`src/rtl/pipe_ctrl_hazard_unit.sv`:
```
// Control pipeline (ID/EX, EX/MEM, MEM/WB) with hazard stall, forwarding selects and sticky ecall halt.
// Optional macro FORWARDING_EN: load-use stall plus EX/MEM and MEM/WB forwarding; otherwise stall until producer leaves MEM.
module pipe_ctrl_hazard_unit #(
  parameter int REG_ADDR_W = 5,
  parameter int CNT_W      = 32
) (
  input  logic                  clk,
  input  logic                  reset,
  input  logic                  id_mem_read,
  input  logic                  id_mem_to_reg,
  input  logic                  id_mem_write,
  input  logic                  id_alu_src,
  input  logic                  id_write_enable,
  input  logic                  id_pc_to_reg,
  input  logic                  id_is_ecall,
  input  logic [REG_ADDR_W-1:0] id_rs1,
  input  logic [REG_ADDR_W-1:0] id_rs2,
  input  logic                  id_use_rs1,
  input  logic                  id_use_rs2,
  input  logic [REG_ADDR_W-1:0] id_rd,
  input  logic                  id_x17_is_10,
  output logic                  pc_write,
  output logic                  ifid_write,
  output logic                  ex_alu_src,
  output logic [REG_ADDR_W-1:0] ex_rd,
  output logic                  mem_read,
  output logic                  mem_write,
  output logic [REG_ADDR_W-1:0] mem_rd,
  output logic                  wb_write_enable,
  output logic                  wb_mem_to_reg,
  output logic                  wb_pc_to_reg,
  output logic [REG_ADDR_W-1:0] wb_rd,
  output logic [1:0]            fwd_a,
  output logic [1:0]            fwd_b,
  output logic                  halt,
  output logic [CNT_W-1:0]      stall_count
);

  // ID/EX stage
  logic ex_mem_read, ex_mem_to_reg, ex_mem_write, ex_we, ex_pc_to_reg, ex_ecall, ex_x17;
  // EX/MEM stage
  logic m_mem_to_reg, m_we, m_pc_to_reg, m_ecall, m_x17;

  logic stall, hold;

  function automatic logic src_hit(input logic we, input logic [REG_ADDR_W-1:0] rd,
                                   input logic u1, input logic [REG_ADDR_W-1:0] r1,
                                   input logic u2, input logic [REG_ADDR_W-1:0] r2);
    return we && (rd != '0) && ((u1 && (r1 == rd)) || (u2 && (r2 == rd)));
  endfunction

  logic hit_ex;
  assign hit_ex = src_hit(ex_we, ex_rd, id_use_rs1, id_rs1, id_use_rs2, id_rs2);

`ifdef FORWARDING_EN
  logic [REG_ADDR_W-1:0] ex_rs1, ex_rs2;
  logic                  ex_use1, ex_use2;

  always_ff @(posedge clk or negedge reset) begin
    if (!reset) begin
      ex_rs1  <= '0;
      ex_rs2  <= '0;
      ex_use1 <= 1'b0;
      ex_use2 <= 1'b0;
    end else if (hold) begin
      ex_rs1  <= '0;
      ex_rs2  <= '0;
      ex_use1 <= 1'b0;
      ex_use2 <= 1'b0;
    end else begin
      ex_rs1  <= id_rs1;
      ex_rs2  <= id_rs2;
      ex_use1 <= id_use_rs1;
      ex_use2 <= id_use_rs2;
    end
  end

  // Only a load in EX cannot be forwarded in time.
  assign stall = ex_mem_read && hit_ex;

  always_comb begin
    fwd_a = 2'b00;
    fwd_b = 2'b00;
    if (src_hit(m_we, mem_rd, ex_use1, ex_rs1, 1'b0, ex_rs1))
      fwd_a = 2'b01;
    else if (src_hit(wb_write_enable, wb_rd, ex_use1, ex_rs1, 1'b0, ex_rs1))
      fwd_a = 2'b10;
    if (src_hit(m_we, mem_rd, ex_use2, ex_rs2, 1'b0, ex_rs2))
      fwd_b = 2'b01;
    else if (src_hit(wb_write_enable, wb_rd, ex_use2, ex_rs2, 1'b0, ex_rs2))
      fwd_b = 2'b10;
  end
`else
  logic hit_mem;
  // WB producers are excluded: the register file writes before it reads.
  assign hit_mem = src_hit(m_we, mem_rd, id_use_rs1, id_rs1, id_use_rs2, id_rs2);
  assign stall   = hit_ex || hit_mem;
  assign fwd_a   = 2'b00;
  assign fwd_b   = 2'b00;
`endif

  assign hold       = stall || halt;
  assign pc_write   = !hold;
  assign ifid_write = !hold;

  always_ff @(posedge clk or negedge reset) begin
    if (!reset) begin
      ex_mem_read     <= 1'b0;
      ex_mem_to_reg   <= 1'b0;
      ex_mem_write    <= 1'b0;
      ex_alu_src      <= 1'b0;
      ex_we           <= 1'b0;
      ex_pc_to_reg    <= 1'b0;
      ex_ecall        <= 1'b0;
      ex_x17          <= 1'b0;
      ex_rd           <= '0;
      mem_read        <= 1'b0;
      mem_write       <= 1'b0;
      m_mem_to_reg    <= 1'b0;
      m_we            <= 1'b0;
      m_pc_to_reg     <= 1'b0;
      m_ecall         <= 1'b0;
      m_x17           <= 1'b0;
      mem_rd          <= '0;
      wb_write_enable <= 1'b0;
      wb_mem_to_reg   <= 1'b0;
      wb_pc_to_reg    <= 1'b0;
      wb_rd           <= '0;
      halt            <= 1'b0;
      stall_count     <= '0;
    end else begin
      ex_mem_read     <= hold ? 1'b0 : id_mem_read;
      ex_mem_to_reg   <= hold ? 1'b0 : id_mem_to_reg;
      ex_mem_write    <= hold ? 1'b0 : id_mem_write;
      ex_alu_src      <= hold ? 1'b0 : id_alu_src;
      ex_we           <= hold ? 1'b0 : id_write_enable;
      ex_pc_to_reg    <= hold ? 1'b0 : id_pc_to_reg;
      ex_ecall        <= hold ? 1'b0 : id_is_ecall;
      ex_x17          <= hold ? 1'b0 : id_x17_is_10;
      ex_rd           <= hold ? '0   : id_rd;
      mem_read        <= ex_mem_read;
      mem_write       <= ex_mem_write;
      m_mem_to_reg    <= ex_mem_to_reg;
      m_we            <= ex_we;
      m_pc_to_reg     <= ex_pc_to_reg;
      m_ecall         <= ex_ecall;
      m_x17           <= ex_x17;
      mem_rd          <= ex_rd;
      wb_write_enable <= m_we;
      wb_mem_to_reg   <= m_mem_to_reg;
      wb_pc_to_reg    <= m_pc_to_reg;
      wb_rd           <= mem_rd;
      // Halt rises on the edge the terminating ecall enters MEM/WB.
      if (m_ecall && m_x17)
        halt <= 1'b1;
      if (stall && !halt && (stall_count != '1))
        stall_count <= stall_count + CNT_W'(1);
    end
  end

endmodule
```
`config.mk`:
```
export PLATFORM = sky130hd
export DESIGN_NAME = pipe_ctrl_hazard_unit
export DESIGN_NICKNAME = d
export VERILOG_FILES = /design/src/rtl/pipe_ctrl_hazard_unit.sv
export SDC_FILE = /design/constraint.sdc
export NUM_CORES = 1
export LEC_CHECK = 0
export ABC_CLOCK_PERIOD_IN_PS = 2100
export CAP_MARGIN = 20
export CORE_AREA = 5 5 70 119
export DETAILED_ROUTE_END_ITERATION = 8
export DIE_AREA = 0 0 75 124
export GPL_TIMING_DRIVEN = 0
export PLACE_DENSITY = 0.8
export SLEW_MARGIN = 20
export SYNTH_ARGS = -nofsm -noshare
export SYNTH_HDL_FRONTEND = slang
export SYNTH_SLANG_ARGS = --single-unit
```
`constraint.sdc`:
```
create_clock -name clk -period 2.1 [get_ports clk]
set_input_delay 0.525 -clock clk [delete_from_list [all_inputs] [get_ports clk]]
set_output_delay 0.525 -clock clk [all_outputs]
set_load 0.05 [all_outputs]
```
==> implementation parameters <==
Parameter                              Value

Outcome
  Outcome    finished, violations left
  Violated checks    negative setup slack

Worst setup path
  Sort of element at the end of the critical path    output pin
  Worst R2R Start    mem_rd[4]
  Highest-delay cell along the critical path    sky130_fd_sc_hd__or4_4
  Dominant cell type by count on the critical path    sky130_fd_sc_hd__buf_8
  FF-to-FF End    stall_count[7]
  Depth of the worst register-to-register path    9
  Category of the critical setup timing path    flop to output pin
  Cell type group with the largest total delay on the critical path    simple AND/OR/NAND/NOR gates
  Arrival time reported for the critical path endpoint    approximately 2100 ps
  CP Cell Sequence    or4_4 > o21ai_4 > o22ai_2 > nor2_4 > buf_8 > buf_8
  Worst setup SP type    flop
  Largest fanout on the critical path    5
  Required @ worst endpoint    between 1500 and 2000 ps
  Total buffers and inverters traversed by the critical path    2
  Worst reg-to-reg setup slack    -220 ps
  CP max stage delay    550 ps

CTS
  TritonCTS buffer count    9
  Clock buffer depth    2
  Worst-Skew Late Latency    about 330 ps
  TritonCTS clock tree    built
  Clock root buffer master    sky130_fd_sc_hd__clkbuf_16
  Post-CTS clock slew at the launch and capture registers of the worst setup and hold paths    about 50 ps
  CTS H-tree lvls    3
  Clock sink total    66

Timing
  FMAX    just under 400 MHz
  Final hold slack    about 350 ps
  Share of the clock period used by the worst path    1.23
  Slew at the pin with the worst max-slew slack    a little over 600 ps
  Final Critical Period    2580 ps
  Aggregate negative setup slack    -4300 ps
  Setup repair after global routing missed its margin    yes
  Relative slew margins    0.592
  Endpoints failing setup    34
  Number of slew-limit violations in the final report    0
  Final clock skew    between 3 and 4 ps
  PnR worst setup slack    -479 ps
  Fin. Hold Viols    0

Cells and area
  Final core utilization    0.662
  Total number of nets in the final design    between 300 and 400
  Post-Layout Cell Count    458
  Register name with the most flops    stall_count
  Multi-input gate area    approximately 1500 um^2
  Sequential cell area in the final layout    between 1500 and 2000 um^2
  Total of fill cells in the finished design    a little over 500
  Antenna Cells    0
  Layout area overhead    66.3%
  Fraction of final layout cells sized beyond drive strength 1    0.315
  Largest register FFs    32

Min path
  Cell depth of the worst min-delay path    0
  Beginning of the worst hold path    ex_ecall
  Worst min-delay path endpoint    m_ecall
  Worst hold path class    flop to flop

Place
  Estimated wirelength of the detail-placed design    roughly 4.9 mm
  Total instance count after detailed placement    416
  Count of buffers from port buffering    82
  Global placer's final weighted congestion    0.793

Yosys
  Most frequently used cell type in the post-synthesis netlist    sky130_fd_sc_hd__dfrtp_1
  Yosys warns    0
  Number of synthesized register bits    66
  Area fraction of the dominant cell type after synthesis    0.573
  Proportion of synthesized flip-flops having asynchronous set or reset    1.00
  Area of the mapped netlist    between 2000 and 3000 um^2
  Dominant synthesized flop cell    sky130_fd_sc_hd__dfrtp_1
  Post-Syn Instances    approximately 240
  Number of flops mapped to enable cells by yosys    0
  Share of the yosys chip area belonging to registers    0.573
  Synth unique cells    37
  Most common library cells after synthesis    66 x sky130_fd_sc_hd__dfrtp_1, 33 x sky130_fd_sc_hd__xnor2_1, 22 x sky130_fd_sc_hd__nand3_1, 18 x sky130_fd_sc_hd__and2_1, 18 x sky130_fd_sc_hd__xor2_1
  Leading post-synthesis cells by cell area    sky130_fd_sc_hd__dfrtp_1 57%, sky130_fd_sc_hd__xnor2_1 10%, sky130_fd_sc_hd__xor2_1 5.5%, sky130_fd_sc_hd__and2_1 3.9%, sky130_fd_sc_hd__nand3_1 3.8%
  Post-Synthesis Mean Instance Area    11.8 um^2
  Library cell with the largest summed area after synthesis    sky130_fd_sc_hd__dfrtp_1

Floorplanning
  Row cnt    between 40 and 50
  Die Outline Area    ~9300 um^2
  Die boundary width    around 75 um
  Core box area    7230 um^2
  Initial standard-cell utilization of the core    0.398
  I/O pin count    87
  Die height    124 um

GRT
  Aggregate global routing overflow    0
  Vias in the first global route    between 2,000 and 2,500
  Total Routing Usage GR    0.181
  Wire length of the first global-routing pass    approximately 13 mm
  Maximum number of pins on one net before global-route repair    between 60 and 70
  Antenna violations before repair    0

Routing
  Drt first pass iters    4
  Final ANT Viol Nets    0
  Average vias per placed instance    approximately 5.1
  Number of DRC violations after detailed routing    0
  Total via count in the routed design    approximately 2,300
  Overall routed net length    between 8 and 9 mm
  Average wire per standard cell    about 18 um
  Drt first-iter violations    120

Power and ir drop
  Worst IR Drop VDD    0.000565 V
  Pwr per Cell Area    between 800 and 900 nW/um^2
  Leakage power figure    2.41 nW

Flow run
  Number of maximum-capacitance constraint violations    0
how the worst max path moves through the flow:
stage | start | endpoint | slack, ps | cells past startpoint
2_1_floorplan | mem_rd[3] | pc_write | -340 | 6
3_3_place_gp | reset | stall_count[0] | -1750 | 1
3_5_place_dp | id_rs2[1] | pc_write | -1510 | 9
4_1_cts | mem_rd[0] | pc_write | -510 | 8
5_1_grt | ex_rd[2] | pc_write | -560 | 6
6_report | ex_rd[2] | pc_write | -480 | 6
power by group:
part	leakage [nW]	total (mW)	internal [mW]	switching [mW]
clock network	0.156	1.59	1.07	0.527
registers	0.887	1.48	1.38	0.0930
logic	1.37	0.880	0.357	0.523
total	2.41	3.95	2.81	1.14
cell usage in the layout, fill, tap and decap left out, types with 9 or more instances in the layout:
cell type                          n
sky130_fd_sc_hd__dfrtp_2          11
sky130_fd_sc_hd__clkbuf_16        10
sky130_fd_sc_hd__clkdlybuf4s50_1  31
sky130_fd_sc_hd__xor2_1           17
sky130_fd_sc_hd__buf_4            22
sky130_fd_sc_hd__and2_1           18
sky130_fd_sc_hd__nand4_1          11
sky130_fd_sc_hd__dfrtp_1          55
sky130_fd_sc_hd__buf_6             9
sky130_fd_sc_hd__dlygate4sd2_1    38
sky130_fd_sc_hd__xnor2_1          25
area by class of cell:
class	instances	area share
plain buffers	7	0.0136
clock buffers	11	0.0507
clock inverters	5	0.0162
inverters	3	0.00235
multi-input cells	168	0.315
flip-flops and latches	66	0.348
well taps	86	0.0225
repair buffers	112	0.232
kinds of logic (layout without fill, tap and decap cells):
kind of cell,Yosys count,in the layout,share of synthesized area
simple gates,102,102,0.208
flops,66,66,0.573
xor+xnor,51,51,0.155
buf+inv,13,138,0.0287
compound gates,9,9,0.0243
fa+ha+maj,1,1,0.00434
other cells,1,4,0.00130
mux,1,1,0.00521
routing by layer:
layer	wire, um	vias up	track usage
met4	194	0	0.0902
met3	395	17	0.0355
met1	3020	1164	0.213
li1	-	1081	-
met2	4480	67	0.307
met5	0	-	0
per-stage QoR:
step	cell area, um^2	setup WS, ps	power, mW
finish	4790	-479	3.95
global route	4790	-555	4.09
CTS	4590	-508	3.95
detailed placement	3870	-1510	2.24
global placement	3850	-1750	2.22
floorplan	2920	-343	1.94
repair_timing:
action,CTS,global route
buffers inserted,40,8
cloned,2,1
pin swaps,24,28
endpoints found under the setup margin,64,49
hold buffers,1,0
hold endpoints to repair,1,0
resized for setup,107,46
(Power assumes the default switching activity.)
